`src/rtl/seg_scan_arbiter.sv`:
```
// seg_scan_arbiter
//   Four-digit seven-segment scan controller with a shared frame buffer.
//   Two clients (A, B) write per-digit hex values through valid/ready
//   handshakes. A round-robin arbiter accepts at most one write per cycle.
//   A refresh prescaler steps through the digits. Each step drives the
//   decoded value of one digit onto the segment bus and a one-hot enable.
//
// Parameters
//   REFRESH  clock cycles each digit is held (>= 2)
//   CBITS    prescaler width, 2**CBITS >= REFRESH
//
// Ports
//   clk, rst                   clock, synchronous active-high reset
//   a_valid/a_ready            client A write handshake (ready is combinational)
//   a_idx, a_val, a_blank      client A target digit, hex value, blank flag
//   b_*                        same as A, for client B
//   segment[6:0]               active-high segments, bit0=a .. bit6=g
//   digit_en[3:0]              one-hot digit enable
//   tick                       one-cycle pulse on each scan advance
module seg_scan_arbiter #(
  parameter int REFRESH = 750,
  parameter int CBITS   = 10
) (
  input  logic       clk,
  input  logic       rst,
  input  logic       a_valid,
  output logic       a_ready,
  input  logic [1:0] a_idx,
  input  logic [3:0] a_val,
  input  logic       a_blank,
  input  logic       b_valid,
  output logic       b_ready,
  input  logic [1:0] b_idx,
  input  logic [3:0] b_val,
  input  logic       b_blank,
  output logic [6:0] segment,
  output logic [3:0] digit_en,
  output logic       tick
);

  localparam logic [CBITS-1:0] CNT_LAST = CBITS'(REFRESH - 1);

  // Entry layout: {blank, val[3:0]}; a set blank bit turns every segment off.
  function automatic logic [6:0] hex_decode(input logic [4:0] ent);
    logic [6:0] seg;
    seg = 7'h00;
    if (!ent[4]) begin
      case (ent[3:0])
        4'h0: seg = 7'h3F;
        4'h1: seg = 7'h06;
        4'h2: seg = 7'h5B;
        4'h3: seg = 7'h4F;
        4'h4: seg = 7'h66;
        4'h5: seg = 7'h6D;
        4'h6: seg = 7'h7D;
        4'h7: seg = 7'h07;
        4'h8: seg = 7'h7F;
        4'h9: seg = 7'h6F;
        4'hA: seg = 7'h77;
        4'hB: seg = 7'h7C;
        4'hC: seg = 7'h39;
        4'hD: seg = 7'h5E;
        4'hE: seg = 7'h79;
        4'hF: seg = 7'h71;
        default: seg = 7'h00;
      endcase
    end
    return seg;
  endfunction

  logic [4:0]       frame [4];
  logic             ptr_b;      // 1: B wins when both clients are valid
  logic             grant_a;
  logic             grant_b;
  logic [CBITS-1:0] cnt_p0;
  logic [1:0]       scan_idx;
  logic [1:0]       next_idx;
  logic             advance;
  logic [6:0]       seg_p1;
  logic [3:0]       en_p1;
  logic             vld_p1;

  always_comb begin
    grant_a = a_valid & (~b_valid | ~ptr_b);
    grant_b = b_valid & (~a_valid | ptr_b);
  end

  // Readies are masked by rst so no handshake is ever performed in reset.
  assign a_ready = grant_a & ~rst;
  assign b_ready = grant_b & ~rst;

  // Priority goes to the client that was not just served, which bounds a
  // waiting client to one lost cycle against a streaming competitor.
  always_ff @(posedge clk) begin
    if (rst) begin
      ptr_b <= 1'b0;
    end else if (a_ready | b_ready) begin
      ptr_b <= a_ready;
    end
  end

  always_ff @(posedge clk) begin
    if (rst) begin
      for (int i = 0; i < 4; i++) frame[i] <= 5'h10;
    end else if (a_ready) begin
      frame[a_idx] <= {a_blank, a_val};
    end else if (b_ready) begin
      frame[b_idx] <= {b_blank, b_val};
    end
  end

  assign advance  = (cnt_p0 == CNT_LAST);
  assign next_idx = scan_idx + 2'd1;

  // ---- stage p0 -> p1: prescaler advance registers the next digit ----
  // The frame read here sees the pre-write contents when a write lands on
  // the same edge, since both sides update with non-blocking assignments.
  always_ff @(posedge clk) begin
    if (rst) begin
      cnt_p0   <= '0;
      scan_idx <= 2'd3;
      seg_p1   <= 7'h00;
      en_p1    <= 4'b0000;
      vld_p1   <= 1'b0;
    end else begin
      vld_p1 <= advance;
      if (advance) begin
        cnt_p0   <= '0;
        scan_idx <= next_idx;
        en_p1    <= 4'b0001 << next_idx;
        seg_p1   <= hex_decode(frame[next_idx]);
      end else begin
        cnt_p0 <= cnt_p0 + CBITS'(1);
      end
    end
  end

  assign segment  = seg_p1;
  assign digit_en = en_p1;
  assign tick     = vld_p1;

endmodule
```
`config.mk`:
```
export PLATFORM = sky130hd
export DESIGN_NAME = seg_scan_arbiter
export DESIGN_NICKNAME = d
export VERILOG_FILES = /design/src/rtl/seg_scan_arbiter.sv
export SDC_FILE = /design/constraint.sdc
export NUM_CORES = 1
export LEC_CHECK = 0
export ABC_AREA = 0
export CAP_MARGIN = 20
export CORE_MARGIN = 3
export CORE_UTILIZATION = 30
export DETAILED_ROUTE_END_ITERATION = 10
export PLACE_DENSITY_LB_ADDON = 0.25
export SLEW_MARGIN = 20
export SYNTH_ARGS = -nofsm -noshare
export SYNTH_HDL_FRONTEND = slang
export SYNTH_SLANG_ARGS = --single-unit
```
`constraint.sdc`:
```
create_clock -name clk -period 5.2 [get_ports clk]
set_input_delay 1.3 -clock clk [delete_from_list [all_inputs] [get_ports clk]]
set_output_delay 1.3 -clock clk [all_outputs]
set_load 0.005 [all_outputs]
```
Word level (Yosys, flattened, before mapping)
Memories as Yosys holds them, arrays and structs flattened.
Index checks and enable logic that the tools add are counted.
{"block": "totals", "output_inout_bits": 14, "register_bits": 25, "romBits": 112, "mem_count": 2, "wordCells": 42, "mem_bits_rw": 20}
{"block": "classes", "bitwise": 11, "n_mux": 16, "shifts": 1, "addsub": 2, "reduce_logical": 3, "n_eq_ne": 1}
{"name": "(no name shown)", "depth": 16, "width": 7, "read_ports": 1, "rd_clocked_by_memory_dff": 0, "wr": 0, "line_no": "48", "rtl": "case (ent[3:0])"}
{"name": "frame", "depth": 4, "width": 5, "read_ports": 1, "rd_clocked_by_memory_dff": 0, "wr": 4, "line_no": "71", "rtl": "logic [4:0] frame [4];"}
{"cell": "$mux 1", "count": 11}
{"cell": "$add 10x1->10 const B", "count": 1}
{"cell": "$eq 10x10->1 const B", "count": 1}
{"cell": "$mux 5", "count": 2}
{"cell": "$reduce_or 5->1", "count": 2}
{"cell": "$mux 7", "count": 1}
{"cell": "$and 1x1->1", "count": 4}
{"cell": "$mux 2", "count": 2}
{"cell": "$not 1->1", "count": 4}
{"cell": "$shl 1x2->4 const A", "count": 1}
{"cell": "$or 1x1->1", "count": 3}
{"cell": "$add 2x1->2 const B", "count": 1}
{"cell": "$reduce_or 2->1", "count": 1}

Logic depth before layout (Yosys ltp)
{"block": "logic_depth", "word_depth": 10, "ltp_mapped": 9}

Worst setup path before layout
No wires, ideal clock.
{"block": "synth_timing", "kind": "input-to-output", "startpoint": "input rst", "endpoint": "output b_ready", "stages": 2, "slack_ps": 2015, "t_arrival_ps": 1885, "n_path_buf": 1, "cell_sequence": "buf_4 -> nor3_1"}
{"block": "synth_via", "elab_chain_len": 2}
{"item": "from (decl)", "line_no": "25", "rtl": "input logic rst,"}
{"item": "$not 1->1", "line_no": "90", "rtl": "assign b_ready = grant_b & ~rst;"}
{"item": "$and 1x1->1", "line_no": "90"}
{"item": "to (decl)", "line_no": "32", "rtl": "output logic b_ready,"}
Every way passes these cells.

Worst setup path in the final report
{"block": "layout_timing", "startpoint": "input b_valid", "endpoint": "output b_ready"}
{"block": "layout_via", "elab_chain_len": 2}
{"item": "from (decl)", "line_no": "31", "rtl": "input logic b_valid,"}
{"item": "$and 1x1->1", "line_no": "85", "rtl": "grant_b = b_valid & (~a_valid | ptr_b);"}
{"item": "$and 1x1->1", "line_no": "90"}
Every way passes these cells.

==> reports/qor.yml <==
viasPerCell: 4.595
gp_congestion: 0.7281
worst_path_max_delay_cell: "clkdlybuf4s50_1"
cts_buffer_depth: 2
clock_tree.root_cell: "clkbuf_8"
leakagePower_nw: 1.008
initial_utilization_pct: 31.80
cts_resized: 0
grt_max_degree: 18
drive_above_1_share_pct: 10.00
fin_util_pct: 38.79
reg2reg_depth: 8
cp.required_ps: 3900
vias: 1498
synthArstFlopShare_pct: 0
synth_warnings: 0
peakVddDrop_v: 0.0001163
nets: 258
grt_pass1_vias: 1463
post_cts_buffers: 0
fin_crit_ps: 4290
setup_violations: 0
cts_sinks: 45
port_buffers: 31
maxCapViolCount: 0
min_path_type: "flip-flop to flip-flop"
max_stage_delay_ps: 610
ys_seq_area_share_pct: 49.33
die-area_sq_um: 8512
synth_area_per_cell_sq_um: 11.33
crit_chain: "clkdlybuf4s50_1, inv_1, nor3_1, clkdlybuf4s50_1"
syn_nets: 226
num_antenna_cells: 0
synth_top_area_share_pct: 26.91
clock_skew_ps: 12.67
ctsHoldBuffers: 0
setup-tns-final_ps: 0
path_class: "input port to output pin"
first_pass_iters: 4
antenna_found_initial: 0
cp.arrival_ps: 2990
core_area_sq_um: 7019
timing.fmax_mhz: 233.1
cp_max_fo: 6
final-hold-violation-count: 0
power.density_nw_per_um2: 268.1
syn_to_final_growth_pct: 21.97
insertion_delay_ps: 300
whs_path_depth: 1
ys_types: 43
dieHeight_um: 92.26
syn_inst: 197
avgRoutedWirePerCell_um: 11.96
cts_tree: "built"
ios: 32
die_x_um: 92.26
cts_inserted_buffers: 5
tightest_slew_ps: 770.0
post-dp-hpwl_um: 2993
cp_common_cell: "clkdlybuf4s50_1"
yosysTopAreaCell: "edfxtp_1"
synthFlopType: "dfxtp_1"
rsz0062_at_grt: "no"
synthTopCellsByArea: "edfxtp_1, dfxtp_1, ha_1, nor2_1, mux4_1"
grt_pass1_wl_um: 6637
grt_overflow: 0
drt_wl_total_um: 3900
synth_edf_count: 20
drtAntennaViolNets: 0
status: "completed"
cp-end-kind: "output pin"
min_period_over_period_pct: 82.49
worst_setup_path_start_kind: "input port"
netlist_area_sq_um: 2232
layout_common_cells: "clkdlybuf4s50_1, dfxtp_1, nor2_1, edfxtp_1, inv_1"
drc: 0
slew_headroom_pct: 48.27
first_iter_violations: 38
final_common_cell: "clkdlybuf4s50_1"
rows: 30
maxSlewViolCount: 0
cts.clk_slew.worst_paths_ps: 90
htree_levels: 2
synth-seq-cells: 45
grt.total_usage_pct: 9.803
## layout make-up
type | count | area, sq um
fillers | 691 | 4297
flip-flops and latches | 45 | 1101
multi-input cells | 129 | 1007
repair buffers | 32 | 317.8
well taps | 96 | 120.1
clock buffers | 5 | 68.82
inverters | 16 | 60.06
clock inverters | 3 | 47.55
## path summary, 6_finish.rpt
kind | from | end | slack [ps]
max | b_valid | b_ready | 910
min reg2reg | segment[5] | segment[5] | 470
max reg2reg | scan_idx[0] | segment[3] | 2630
min | segment[5] | segment[5] | 470
## cell families after synthesis
group / synth area share (%)
xor+xnor: 3.531
simple gates: 16.65
fa+ha+maj: 6.166
compound gates: 11.55
buf+inv: 5.829
mux: 6.951
flops: 49.33
## critical path: cells and delay by family
| kind | cells | cell delay [ps] |
|---|---|---|
| buffers and inverters | 3 | 1180 |
| AND/OR/NAND/NOR | 1 | 510 |
## Yosys cell counts (3+ instances only)
cell	n
nand3_1	6
a22oi_1	5
xor2_1	4
or2_2	3
buf_6	4
inv_1	16
nand4_1	3
edfxtp_1	20
a21oi_1	3
dfxtp_1	25
ha_1	11
a32o_1	4
a22o_1	6
xnor2_1	5
nor2b_1	7
mux4_1	3
nor3_1	6
nand2b_1	6
nor2_1	23
nand2_1	8
## metal layers
layer | wire length, um | vias up | part of all wire, % | GRT usage, %
li1 | - | 767 | - | -
met1 | 1907 | 685 | 49 | 12.62
met2 | 1705 | 42 | 44 | 15.75
met3 | 235 | 4 | 6.0 | 2.789
met4 | 52 | 0 | 1.3 | 3.342
met5 | 0 | - | 0 | 0
## flip-flops by register name, summed over array words and instances, names as in the netlist
name,count
scan_idx,2
frame,20
segment,7
tick,1
ptr_b,1
cnt_p0,10
digit_en,4
## power by group
| part | switching [mW] | total [mW] | internal, mW |
|---|---|---|---|
| combinational | 0.0348 | 0.0678 | 0.0330 |
| sequential | 0.00526 | 0.387 | 0.382 |
| clock | 0.128 | 0.275 | 0.147 |
## metrics by stage
stage / setup WS [ps] / cell area (sq um) / hold slack, ps / cells / total power, mW
6_report: 910.3 / 2723 / 472.1 / 326 / 0.7299
5_1_grt: 793.7 / 2723 / 504.1 / 326 / 0.7613
4_1_cts: 848.7 / 2716 / 477.5 / 326 / 0.7372
3_5_place_dp: 872.3 / 2600 / 454.4 / 318 / 0.4637
3_3_place_gp: 899.4 / 2600 / 452.6 / 318 / 0.4626
2_1_floorplan: 2015 / 2232 / 444.9 / 197 / 0.4401
(Power assumes the default switching activity.)
